`config.mk`:
```
export PLATFORM = sky130hd
export DESIGN_NAME = enc_4x2_pending
export DESIGN_NICKNAME = d
export VERILOG_FILES = /design/src/rtl/enc_4x2_pending.sv
export SDC_FILE = /design/constraint.sdc
export NUM_CORES = 1
export LEC_CHECK = 0
export ABC_AREA = 1
export BUFFER_PORTS_ARGS = -buffer_cell sky130_fd_sc_hd__buf_4
export CAP_MARGIN = 25
export CORE_AREA = 2 2 39 41
export DETAILED_ROUTE_END_ITERATION = 10
export DIE_AREA = 0 0 41 43
export SLEW_MARGIN = 10
export SYNTH_ARGS = -nofsm -noshare
export SYNTH_HDL_FRONTEND = slang
export SYNTH_SLANG_ARGS = --single-unit
```
`constraint.sdc`:
```
create_clock -name clk -period 1.2 [get_ports clk]
set_input_delay 0.24 -clock clk [delete_from_list [all_inputs] [get_ports clk]]
set_output_delay 0.24 -clock clk [all_outputs]
set_load 0.005 [all_outputs]
```
`src/rtl/enc_4x2_pending.sv`:
```
// Sticky request encoder: folds request strobes into 2-bit codes,
// draining pending requests highest index first over valid/ready.
module enc_4x2_pending #(
    parameter int N  = 4,
    parameter int AW = 2
) (
    input  logic          clk,
    input  logic          rst,
    input  logic          En,
    input  logic [N-1:0]  I,
    output logic [AW-1:0] A,
    output logic          valid,
    input  logic          ready,
    output logic [N-1:0]  pending,
    output logic          overflow
);

    logic          slot_free;
    logic          load;
    logic [AW-1:0] sel;
    logic [N-1:0]  clr;
    logic [N-1:0]  req;
    logic [N-1:0]  pending_next;
    logic          overflow_next;

    // Ascending scan: the last set bit seen is the highest index.
    always_comb begin
        sel = '0;
        for (int k = 0; k < N; k++) begin
            if (pending[k]) begin
                sel = AW'(k);
            end
        end
    end

    always_comb begin
        slot_free = !valid || ready;
        load      = slot_free && (|pending);
        clr       = '0;
        if (load) begin
            clr[sel] = 1'b1;
        end
        req           = En ? I : '0;
        pending_next  = (pending & ~clr) | req;
        overflow_next = |(req & pending & ~clr);
    end

    always_ff @(posedge clk) begin
        if (rst) begin
            pending  <= '0;
            A        <= '0;
            valid    <= 1'b0;
            overflow <= 1'b0;
        end else begin
            pending  <= pending_next;
            overflow <= overflow_next;
            if (load) begin
                A     <= sel;
                valid <= 1'b1;
            end else if (slot_free) begin
                valid <= 1'b0;
            end
        end
    end

endmodule
```
# Yosys cells after proc, flatten, opt, wreduce, memory -nomap -nowiden
# Index checks and enable logic that the tools add are counted.
totals:
  ff_bits: 8
  latchBits: 0
  mem_bits_rw: 0
  romBits: 0
  inputBits: 8
  output_inout_bits: 8
  wordCells: 27
  n_memories: 0
op_classes:
  n_addsub: 0
  mul: 0
  div_mod_pow: 0
  n_lt_le_gt_ge: 2
  n_eq_ne: 0
  shift: 0
  n_mux: 9
  bitwise_logic: 5
  n_reduce_logical: 7
ops:
  columns: ["op", "count"]
  rows:
  - ["$and 4x4->4", 3]
  - ["$mux 4", 2]
  - ["$reduce_or 4->1", 2]
  - ["$mux 1", 4]
  - ["$mux 2", 2]
  - ["$not 4->4", 1]
  - ["$or 4x4->4", 1]
  - ["$lt 2x3->1 const B", 1]
  - ["$demux 1 s2", 1]
  - ["$ge 2x1->1 const B", 1]
  - ["$logic_and 1x1->1", 2]
  - ["$reduce_bool 2->1", 1]
  - ["$logic_not 1->1", 1]
  - ["$logic_or 1x1->1", 1]

# Logic depth before layout (Yosys ltp)
# Gate-level depths: netlist (run 1).
logic_depth:
  depth_word: 11
  mapped_depth: 9
  depth_no_buf: 9

# Least setup slack after synthesis (run 1)
# Ideal clock, no wire load.
synth_path:
  kind: "register to register"
  startpoint: "register pending[3]"
  endpoint: "register overflow"
  setup_time_ns: 0.109
  arrival_ns: 0.846
  required_ns: 1.091
  path_slack_ns: 0.246
  stages_incl_launch_ff: 8
  path_buffers: 0
  period_less_slack_ns: 0.954
  path_cell_list: "dfxtp_1 > nor2_1 > nand2_2 > nand3_1 > nand2_1 > nand3_1 > nand2_1 > inv_1"
synth_via:
  elab_chain_len: 9
  word_cells_on_any_way: 13
  cone_classes: "order compare (2); mux (4); bitwise (3); reduce/logical (4)"
synth_lines:
  columns: ["element", "line_no", "source"]
  rows:
  - ["start, declared", "14", "output logic [N-1:0] pending,"]
  - ["start signal, assigned", "55", "pending <= pending_next;"]
  - ["$mux 2", "30", "if (pending[k]) begin"]
  - ["$lt 2x3->1 (not written as such) / $ge 2x1->1 (equally long branches)", "41", "clr[sel] = 1'b1;"]
  - ["$logic_and 1x1->1 (not written as such)", "41", null]
  - ["$mux 1 (not written as such)", "41", null]
  - ["$demux 1 s2", "41", null]
  - ["$mux 4", "40", "if (load) begin"]
  - ["$not 4->4", "45", "overflow_next = |(req & pending & ~clr);"]
  - ["$and 4x4->4 (*)", "45", null]
  - ["$reduce_or 4->1 (*)", "45", null]
  - ["end signal, assigned", "56", "overflow <= overflow_next;"]
  - ["end, declared", "15", "output logic overflow"]
# Every way passes the cells marked *; elsewhere a longest branch is shown, timed or not.
# A chain may end at the register's enable or synchronous reset.

# Final worst setup path (run 1)
layout_path:
  startpoint: "register pending[3]"
  endpoint: "output pending[3]"
# No word-level cell between the ends.

==> summary.md, run 1 <==
| Metric | Value |
|---|---|
| Post-Place Cells | `91` |
| Final period util | `89.8%` |
| Grt total ovfl | `0` |
| Setup WS pre-CTS | `0.142 ns` |
| # DRC | `0` |
| # rows | `14` |
| Boundary Pins | `16` |
| Post-synth top area cell | `dfxtp_1` |
| Yosys Warn Count | `0` |
| Post-DP HPWL | `625 um` |
| Worst path bufs/invs | `1` |
| WS Path Type | `reg -> out` |
| Leakage power | `0.000291 uW` |
| Setup crit end kind | `output pin` |
| Pint | `464 uW` |
| Post-detailed-route wirelength per cell | `8.49 um` |
| Sw frac | `26.5%` |
| Via count | `406` |
| Final Setup Violations | `0` |
| Antenna cell count | `0` |
| Most numerous cell in the Yosys netlist | `nand2_1` |
| CTS Buffer Depth | `2` |
| Synth top area share | `42.7%` |
| Fin Hold WS | `0.187 ns` |
| Detailed Route Iter0 Violations | `6` |
| Syn_area_per_cell | `6.26 um^2` |
| Crit path arrival time | `0.84 ns` |
| Crit path depth | `1` |
| Unrepaired setup endpoints after global routing | `false` |
| Power per standard cell area | `1190 nW/um^2` |
| CP max stage delay | `0.43 ns` |
| Initial antenna violation count | `0` |
| DP Area | `508 um^2` |
| Share of cells above drive strength 1 | `25.6%` |
| WP data required | `0.96 ns` |
| Die X | `41 um` |
| Top cells by count, synth | `nand2_1 (19), inv_1 (12), dfxtp_1 (8), a21oi_1 (7), nor2_1 (6)` |
| Final Critical Period | `1.08 ns` |
| Top cells by area, synth | `dfxtp_1 (43%), nand2_1 (19%), inv_1 (12%)` |
| Post-Syn Area | `375 um^2` |
| CP max stage cell | `dfxtp_1` |
| Synth Register Bits | `8` |
| Total Routing Usage GR | `11.6%` |
| Path depth of the worst reg2reg path | `7` |
| Async S/R FF share, synth | `0%` |
| Clock slew at reported path FFs | `0.06 ns` |
| Post-DR vias/cell | `4.32` |
| Combinational power share | `19.2%` |
| Yosys cell types | `10` |
| Dominant synthesized flop cell | `dfxtp_1` |
| Drt pass-1 iters | `4` |
| Hold Crit Class | `in -> reg` |
| Post-synth EDFFs | `0` |
| Area Growth Syn to Fin | `41.7%` |
| Mapped Cells | `60` |
| Initial Utilization | `27.1%` |
| CTS buffer count | `3` |
| Placer congestion estimate | `0.820` |
| CTS root buffer | `clkbuf_4` |
| Input/output buffers | `15` |
| Core area | `1380 um^2` |
| Status | `finished, final reports clean` |
| Slew Viols, Final | `0` |
| Vias in the first global route | `326` |
| Final Hold Vio Count | `0` |
| Pin count of the biggest net entering global routing | `8` |
| Register area share after synthesis | `42.7%` |
| First-pass GRT wire length | `1340 um` |
| Worst-path cell chain | `buf_4` |
| Peak supply drop | `0.378 mV` |
| Nets | `88` |
| Antenna-violating nets left | `0` |
| Final instance area | `532 um^2` |
| CTS tree | `done` |
| Die H | `43 um` |
| CTS H-tree depth | `1` |
| Hold path cells | `2` |
| Sw Pwr | `168 uW` |
| Post-layout worst setup margin | `0.123 ns` |
| Cell Count, Final, Fillers Out | `94` |
| CTS Sinks | `8` |
| Die ar. | `1760 um^2` |
| Critical path's top delay family | `flip-flops` |
| Worst-path fanout max | `7` |
| Clock share of power | `32.8%` |
| Post-Syn Nets | `68` |
| Worst Tran Pin Value | `0.222 ns` |
| Sequential power share | `48.0%` |
| Setup TNS | `0 ns` |
| CP startpoint kind | `flip-flop` |
| Relative max-transition margin | `85.1%` |
| WL final | `798 um` |
| Skew-Pair Late Insertion Delay | `0.26 ns` |
| Fin Clk Skew | `0.00840 ns` |
| Max Cap Viol | `0` |
| Achievable Freq | `928 MHz` |
what timing repair did:
action / 4_1_cts / 5_1_grt
resized for setup: 0 / 1
setup endpoints to repair: 0 / 1
hold buffers: 0 / 0
setup buffers: 0 / 0
layout make-up:
cell class,instances,area [um^2]
sequential,8,161
fill,164,852
multi-input combinational,40,170
clock buffer,3,22.5
inverter,12,45.0
tap,16,20.0
timing repair buffer,15,113
flip-flops by register name (all words and copies together), names as in the netlist:
| name | count |
|---|---|
| overflow | 1 |
| pending | 4 |
| A | 2 |
| valid | 1 |
through the flow:
stage / power [uW] / utilization [%]
after global routing: 676 / 38.4
after detailed placement: 431 / 36.7
after CTS: 644 / 38.3
after global placement: 430 / 36.7
final: 631 / 38.4
after floorplan: 368 / -
routing by layer:
layer | global-route usage (%) | wire, um
met5 | 0 | 0
met2 | 14.4 | 342
met1 | 15.5 | 380
met3 | 6.28 | 60
met4 | 6.00 | 14
final timing paths:
path | slack [ns] | endpoint | startpoint
worst max-delay path | 0.12 | pending[3] | pending[3]
worst min-delay path | 0.19 | pending[1] | rst
worst max register to register | 0.17 | overflow | pending[3]
worst min register to register | 0.46 | A[1] | A[1]
power groups by stage:
stage	registers, uW	logic [uW]	clock network (uW)
4_1_cts	303	123	218
2_1_floorplan	308	60.1	0
3_3_place_gp	308	122	0
6_report	303	121	207
3_5_place_dp	308	123	0
5_1_grt	306	139	231
cells in the final DEF (no fill, tap or decap):
cell type / synthesis / final
nand2_1: 19 / 19
a21oi_1: 7 / 7
nand3_1: 4 / 4
buf_4: 0 / 15
o21ai_0: 1 / 1
clkbuf_4: 0 / 3
o21ai_1: 1 / 1
nor2_1: 6 / 6
dfxtp_2: 0 / 1
nand2_2: 1 / 1
nor3_1: 1 / 1
dfxtp_1: 8 / 7
inv_1: 12 / 12
cells by family (layout without fill, tap and decap cells):
logic type      Yosys count  in the layout  synth area share [%]
buf+inv                  12             30                  12.0
compound gates            9              9                  12.0
simple gates             31             31                  33.3
flops                     8              8                  42.7
Power figures use the tool's default switching activity.
==> run 2, diff against run 1 <==
==> constraint.sdc (replaced) <==
create_clock -name clk -period 1.2 [get_ports clk]
set_input_delay 0.12 -clock clk [delete_from_list [all_inputs] [get_ports clk]]
set_output_delay 0.12 -clock clk [all_outputs]
set_load 0.005 [all_outputs]
==> run 2 against run 1 <==
Effect of this change: global-route usage decreased by 0.48 points; die area stayed put; combinational power about the same; fmax up 2.5%; clock power barely moved; sequential power hardly changed; first-iteration DRC count up 67%; cell count did not move.
==> summary.md, run 2 (synthesis results as in run 1) <==
| Metric | Value |
|---|---|
| Status | `finished, final reports clean` |
| Drt pass-1 iters | `4` |
| Grt total ovfl | `0` |
| Regs by FF count | `pending x4, A x2` |
| Pin count of the biggest net entering global routing | `8` |
| CP startpoint kind | `flip-flop` |
| Die ar. | `1760 um^2` |
| # resized after CTS | `0` |
| Most common cell after layout, fill and taps aside | `nand2_1` |
| Post-Place Cells | `91` |
| Post-detailed-route wirelength per cell | `8.69 um` |
| Post CTS Setup Buffer Count | `0` |
| Worst Tran Pin Value | `0.223 ns` |
| Setup crit end kind | `flip-flop` |
| Leakage power | `0.000291 uW` |
| Die H | `43 um` |
| # DRC | `0` |
| Slew Viols, Final | `0` |
| First-pass GRT wire length | `1280 um` |
| Pint | `463 uW` |
| Total Routing Usage GR | `11.1%` |
| Boundary Pins | `16` |
| Fin Hold WS | `0.0764 ns` |
| WHS Endpoint | `pending[1]` |
| Commonest non-fill, non-tap cells in the layout | `nand2_1 (19), buf_4 (15), inv_1 (12)` |
| Initial Utilization | `27.1%` |
| Fillers | `156` |
| Area Growth Syn to Fin | `41.3%` |
| R2R Setup Slk | `0.15 ns` |
| Max Cap Viol | `0` |
| CTS tree | `done` |
| Skew-Pair Late Insertion Delay | `0.25 ns` |
| Initial antenna violation count | `0` |
| Max FFs per register | `4` |
| Final Critical Period | `1.05 ns` |
| Worst-path fanout max | `7` |
| Die X | `41 um` |
| Nets | `88` |
| Hold_buf cts | `0` |
| Relative max-transition margin | `85.1%` |
| Path depth of the worst reg2reg path | `7` |
| Sw Pwr | `169 uW` |
| Cell Count, Final, Fillers Out | `94` |
| Hold path cells | `2` |
| Placer congestion estimate | `0.810` |
| Clock share of power | `32.8%` |
| Unrepaired setup endpoints after global routing | `false` |
| Final instance area | `531 um^2` |
| Final Setup Violations | `0` |
| Sequential power share | `47.8%` |
| WP data required | `1.36 ns` |
| Final Hold Vio Count | `0` |
| Hold Crit Class | `in -> reg` |
| Vias in the first global route | `339` |
| Setup TNS | `0 ns` |
| CTS root buffer | `clkbuf_4` |
| Power per standard cell area | `1190 nW/um^2` |
| Biggest register | `pending` |
| Combinational power share | `19.4%` |
| Input/output buffers | `15` |
| Sw frac | `26.7%` |
| Via count | `406` |
| Start point of the worst hold path | `rst` |
| Post-DP HPWL | `624 um` |
| Antenna-violating nets left | `0` |
| RR Endpoint | `overflow` |
| CTS Sinks | `8` |
| Antenna cell count | `0` |
| Clock slew at reported path FFs | `0.05 ns` |
| Fin Clk Skew | `0.00107 ns` |
| WL final | `817 um` |
| WS Path Type | `reg -> reg` |
| CTS H-tree depth | `1` |
| Reg-to-reg startpoint | `pending[3]` |
| DP Area | `508 um^2` |
| Core area | `1380 um^2` |
| Share of cells above drive strength 1 | `24.4%` |
| Detailed Route Iter0 Violations | `10` |
| Peak supply drop | `0.480 mV` |
| # rows | `14` |
| Crit path arrival time | `1.21 ns` |
| CTS buffer count | `3` |
| Post-DR vias/cell | `4.32` |
| Achievable Freq | `952 MHz` |
| CTS Buffer Depth | `2` |
| Final period util | `87.5%` |
==> run 2: cell count changes in the layout (fill, tap and decap cells not counted) <==
| cell | delta |
|---|---|
| dfxtp_1 | +1 |
| dfxtp_2 | -1 |
==> run 2: area by class of cell <==
| cell class | count | area (um^2) | area share (%) |
|---|---|---|---|
| multi-input combinational | 40 | 170 | 32.1 |
| sequential | 8 | 160 | 30.2 |
| tap | 16 | 20.0 | 3.77 |
| timing repair buffer | 15 | 113 | 21.2 |
| clock buffer | 3 | 22.5 | 4.25 |
| inverter | 12 | 45.0 | 8.49 |
==> run 2: power by group through the flow <==
stage | clock network [uW] | logic, uW | registers (uW)
final | 207 | 122 | 302
after global routing | 235 | 138 | 307
after CTS | 216 | 123 | 303
after detailed placement | 0 | 122 | 308
after global placement | 0 | 124 | 308
after floorplan | 0 | 60.1 | 308
==> run 2: worst max path at each step <==
| stage | from | end | depth (start not counted) |
|---|---|---|---|
| floorplan | pending[3] | overflow | 7 |
| global placement | pending[3] | overflow | 8 |
| detailed placement | pending[3] | overflow | 7 |
| CTS | pending[3] | overflow | 7 |
| global route | pending[3] | overflow | 7 |
| finish | pending[3] | overflow | 7 |
==> run 2: worst max-delay path, stage by stage, from the launching register on <==
cell and delay [ns]:
dfxtp_1 0.43, nor2_1 0.09, nand2_2 0.09, nand3_1 0.10, nand2_1 0.08, nand3_1 0.07
nand2_1 0.05, inv_1 0.03
==> run 2: through the flow <==
stage               utilization, %  total power (uW)  worst slack (ns)
floorplan                        -               368             0.246
global placement              36.7               432             0.168
detailed placement            36.7               430             0.157
CTS                           38.3               641             0.148
global route                  38.3               679          0.000482
finish                        38.3               632             0.150
==> run 2: per-layer routing <==
metal | GRT usage, % | up-vias | share of wire, %
met2 | 13.4 | 17 | 39
met1 | 16.0 | 165 | 49
met4 | 10.0 | 0 | 3.2
li1 | - | 220 | -
met3 | 1.57 | 4 | 7.7
met5 | 0 | - | 0
==> run 3, diff against run 2 <==
Settings changed: ABC_AREA 1 to 0.
==> run 3 against run 2 <==
Effect of this change: routed wire length grew 3.3%; flip-flop and latch count is the same; non-clock buffer count grew 3; utilization grew 1.1 points; synthesized area shrank 1.0%; critical endpoint unchanged; largest cell class unchanged; highest routed layer unchanged.
==> summary.md, run 3 <==
| Metric | Value |
|---|---|
| Status | `finished, final reports clean` |
| Synth Register Bits | `8` |
| Post-DP HPWL | `627 um` |
| RR Endpoint | `overflow` |
| Register area share after synthesis | `43.1%` |
| Die ar. | `1760 um^2` |
| Max Cap Viol | `0` |
| Syn_area_per_cell | `9.53 um^2` |
| Post-synth top area cell | `dfxtp_1` |
| Achievable Freq | `894 MHz` |
| Start point of the worst hold path | `rst` |
| CTS H-tree depth | `1` |
| Initial Utilization | `26.9%` |
| CTS tree | `done` |
| Async S/R FF share, synth | `0%` |
| Nets | `68` |
| WHS Endpoint | `pending[3]` |
| Crit path arrival time | `1.24 ns` |
| Path depth of the worst reg2reg path | `3` |
| Fin Hold WS | `0.0827 ns` |
| Skew-Pair Late Insertion Delay | `0.26 ns` |
| CTS Buffer Depth | `2` |
| Post-Syn Area | `372 um^2` |
| Worst-path fanout max | `6` |
| Commonest non-fill, non-tap cells in the layout | `buf_4 (18), dfxtp_1 (6), a21oi_1 (4)` |
| Post-synth EDFFs | `0` |
| Setup TNS | `0 ns` |
| Yosys Warn Count | `0` |
| Final Hold Vio Count | `0` |
| Post-detailed-route wirelength per cell | `11.4 um` |
| Via count | `368` |
| Peak supply drop | `0.413 mV` |
| Die X | `41 um` |
| Input/output buffers | `15` |
| Antenna cell count | `0` |
| Drt pass-1 iters | `3` |
| Reg-to-reg startpoint | `pending[3]` |
| Critical path's top delay family | `flip-flops` |
| R2R Setup Slk | `0.08 ns` |
| Most numerous cell in the Yosys netlist | `dfxtp_1` |
| Regs by FF count | `pending x4, A x2` |
| Detailed Route Iter0 Violations | `8` |
| Yosys cell types | `24` |
| Fin Clk Skew | `0.00506 ns` |
| CTS root buffer | `clkbuf_4` |
| Worst-path cell chain | `or2_4 -> o311ai_1 -> a311oi_1` |
| Clock slew at reported path FFs | `0.06 ns` |
| Crit. Startpoint | `pending[3]` |
| # DRC | `0` |
| Max FFs per register | `4` |
| Synth top area share | `43.1%` |
| CTS buffer count | `3` |
| First-pass GRT wire length | `1300 um` |
| Area Growth Syn to Fin | `46.8%` |
| Power per standard cell area | `1170 nW/um^2` |
| Hold path cells | `2` |
| Relative max-transition margin | `73.4%` |
| CP max stage cell | `dfxtp_2` |
| Pin count of the biggest net entering global routing | `13` |
| Total Routing Usage GR | `11.1%` |
| Antenna-violating nets left | `0` |
| Die H | `43 um` |
| Worst Tran Pin Value | `0.389 ns` |
| Hold Crit Class | `in -> reg` |
| Final Setup Violations | `0` |
| Post CTS Setup Buffer Count | `0` |
| Setup WS pre-CTS | `0.0775 ns` |
| Setup crit end kind | `flip-flop` |
| WS Path Type | `reg -> reg` |
| Final Critical Period | `1.12 ns` |
| Top cells by count, synth | `dfxtp_1 (8), a21oi_1 (4), nand2_1 (3)` |
| Placer congestion estimate | `0.766` |
| Most common cell after layout, fill and taps aside | `buf_4` |
| Grt total ovfl | `0` |
| Top cells by area, synth | `dfxtp_1 (43%), a21oi_1 (5.4%), nor2b_4 (3.7%)` |
| Worst path bufs/invs | `0` |
| CP startpoint kind | `flip-flop` |
| Initial antenna violation count | `0` |
| Vias in the first global route | `314` |
| # rows | `14` |
| WP data required | `1.32 ns` |
| Boundary Pins | `16` |
| Dominant synthesized flop cell | `dfxtp_1` |
| Final period util | `93.2%` |
| Slew Viols, Final | `0` |
| Mapped Cells | `39` |
| Post-DR vias/cell | `4.97` |
| Share of cells above drive strength 1 | `50.0%` |
| Core area | `1380 um^2` |
| Leakage power | `0.000235 uW` |
| CP max stage delay | `0.35 ns` |
| Post-layout worst setup margin | `0.0813 ns` |
| Unrepaired setup endpoints after global routing | `false` |
| CTS Sinks | `8` |
| WL final | `844 um` |
| Post-Syn Nets | `47` |
| Biggest register | `pending` |
==> run 3: logic make-up (layout without fill, tap and decap cells) <==
family | Yosys count | in the layout | synth area share (%)
AO/OA/AOI/OAI | 16 | 16 | 31.7
AND/OR/NAND/NOR | 11 | 11 | 19.2
flip-flops | 8 | 8 | 43.1
buffers and inverters | 4 | 23 | 6.06
==> run 3: worst max path at each step <==
stage / endpoint / slack (ns) / depth (start not counted)
after floorplan: overflow / 0.10 / 3
after global placement: A[0] / 0.1 / 3
after detailed placement: overflow / 0.08 / 3
after CTS: overflow / 0.07 / 3
after global routing: overflow / 0.007 / 3
final: overflow / 0.08 / 3
==> run 3: power by group <==
| part | internal, uW | total [uW] | switching [uW] |
|---|---|---|---|
| combinational | 77.2 | 130 | 53.1 |
| clock | 115 | 210 | 95.0 |
| sequential | 285 | 301 | 16.2 |
| total | 477 | 641 | 164 |
==> run 3: repair_timing <==
item                                    in CTS  in global routing
hold buffers                                 0                  0
gates resized for setup                      0                  3
endpoints found under the setup margin       0                  2
==> run 3: routing by layer <==
metal | share of wire, % | vias up | GRT usage [%] | wire, um
li1 | - | 186 | - | -
met3 | 7.1 | 2 | 3.14 | 60
met5 | 0 | - | 0 | 0
met1 | 45 | 167 | 14.8 | 381
met2 | 46 | 13 | 14.7 | 387
met4 | 1.7 | 0 | 8.00 | 14
==> run 3: layout make-up <==
class                           instances  area (um^2)
Fill cell                             151          838
Clock buffer                            3         22.5
Multi-Input combinational cell         27          198
Timing Repair Buffer                   18          135
Sequential cell                         8          163
Inverter                                2         7.51
Tap cell                               16         20.0
==> run 3: worst register-to-register path, cell delays in order (launching register included) <==
cell      delay [ns]
dfxtp_2         0.35
or2_4           0.28
o311ai_1        0.23
a311oi_1        0.12
==> run 3: through the flow <==
| stage | utilization [%] | total power (uW) | std cells | instance area, um^2 |
|---|---|---|---|---|
| 2_1_floorplan | - | 369 | 39 | 372 |
| 3_3_place_gp | 37.0 | 431 | 71 | 512 |
| 3_5_place_dp | 37.0 | 432 | 71 | 512 |
| 4_1_cts | 38.6 | 642 | 74 | 534 |
| 5_1_grt | 39.4 | 677 | 74 | 546 |
| 6_report | 39.4 | 641 | 74 | 546 |
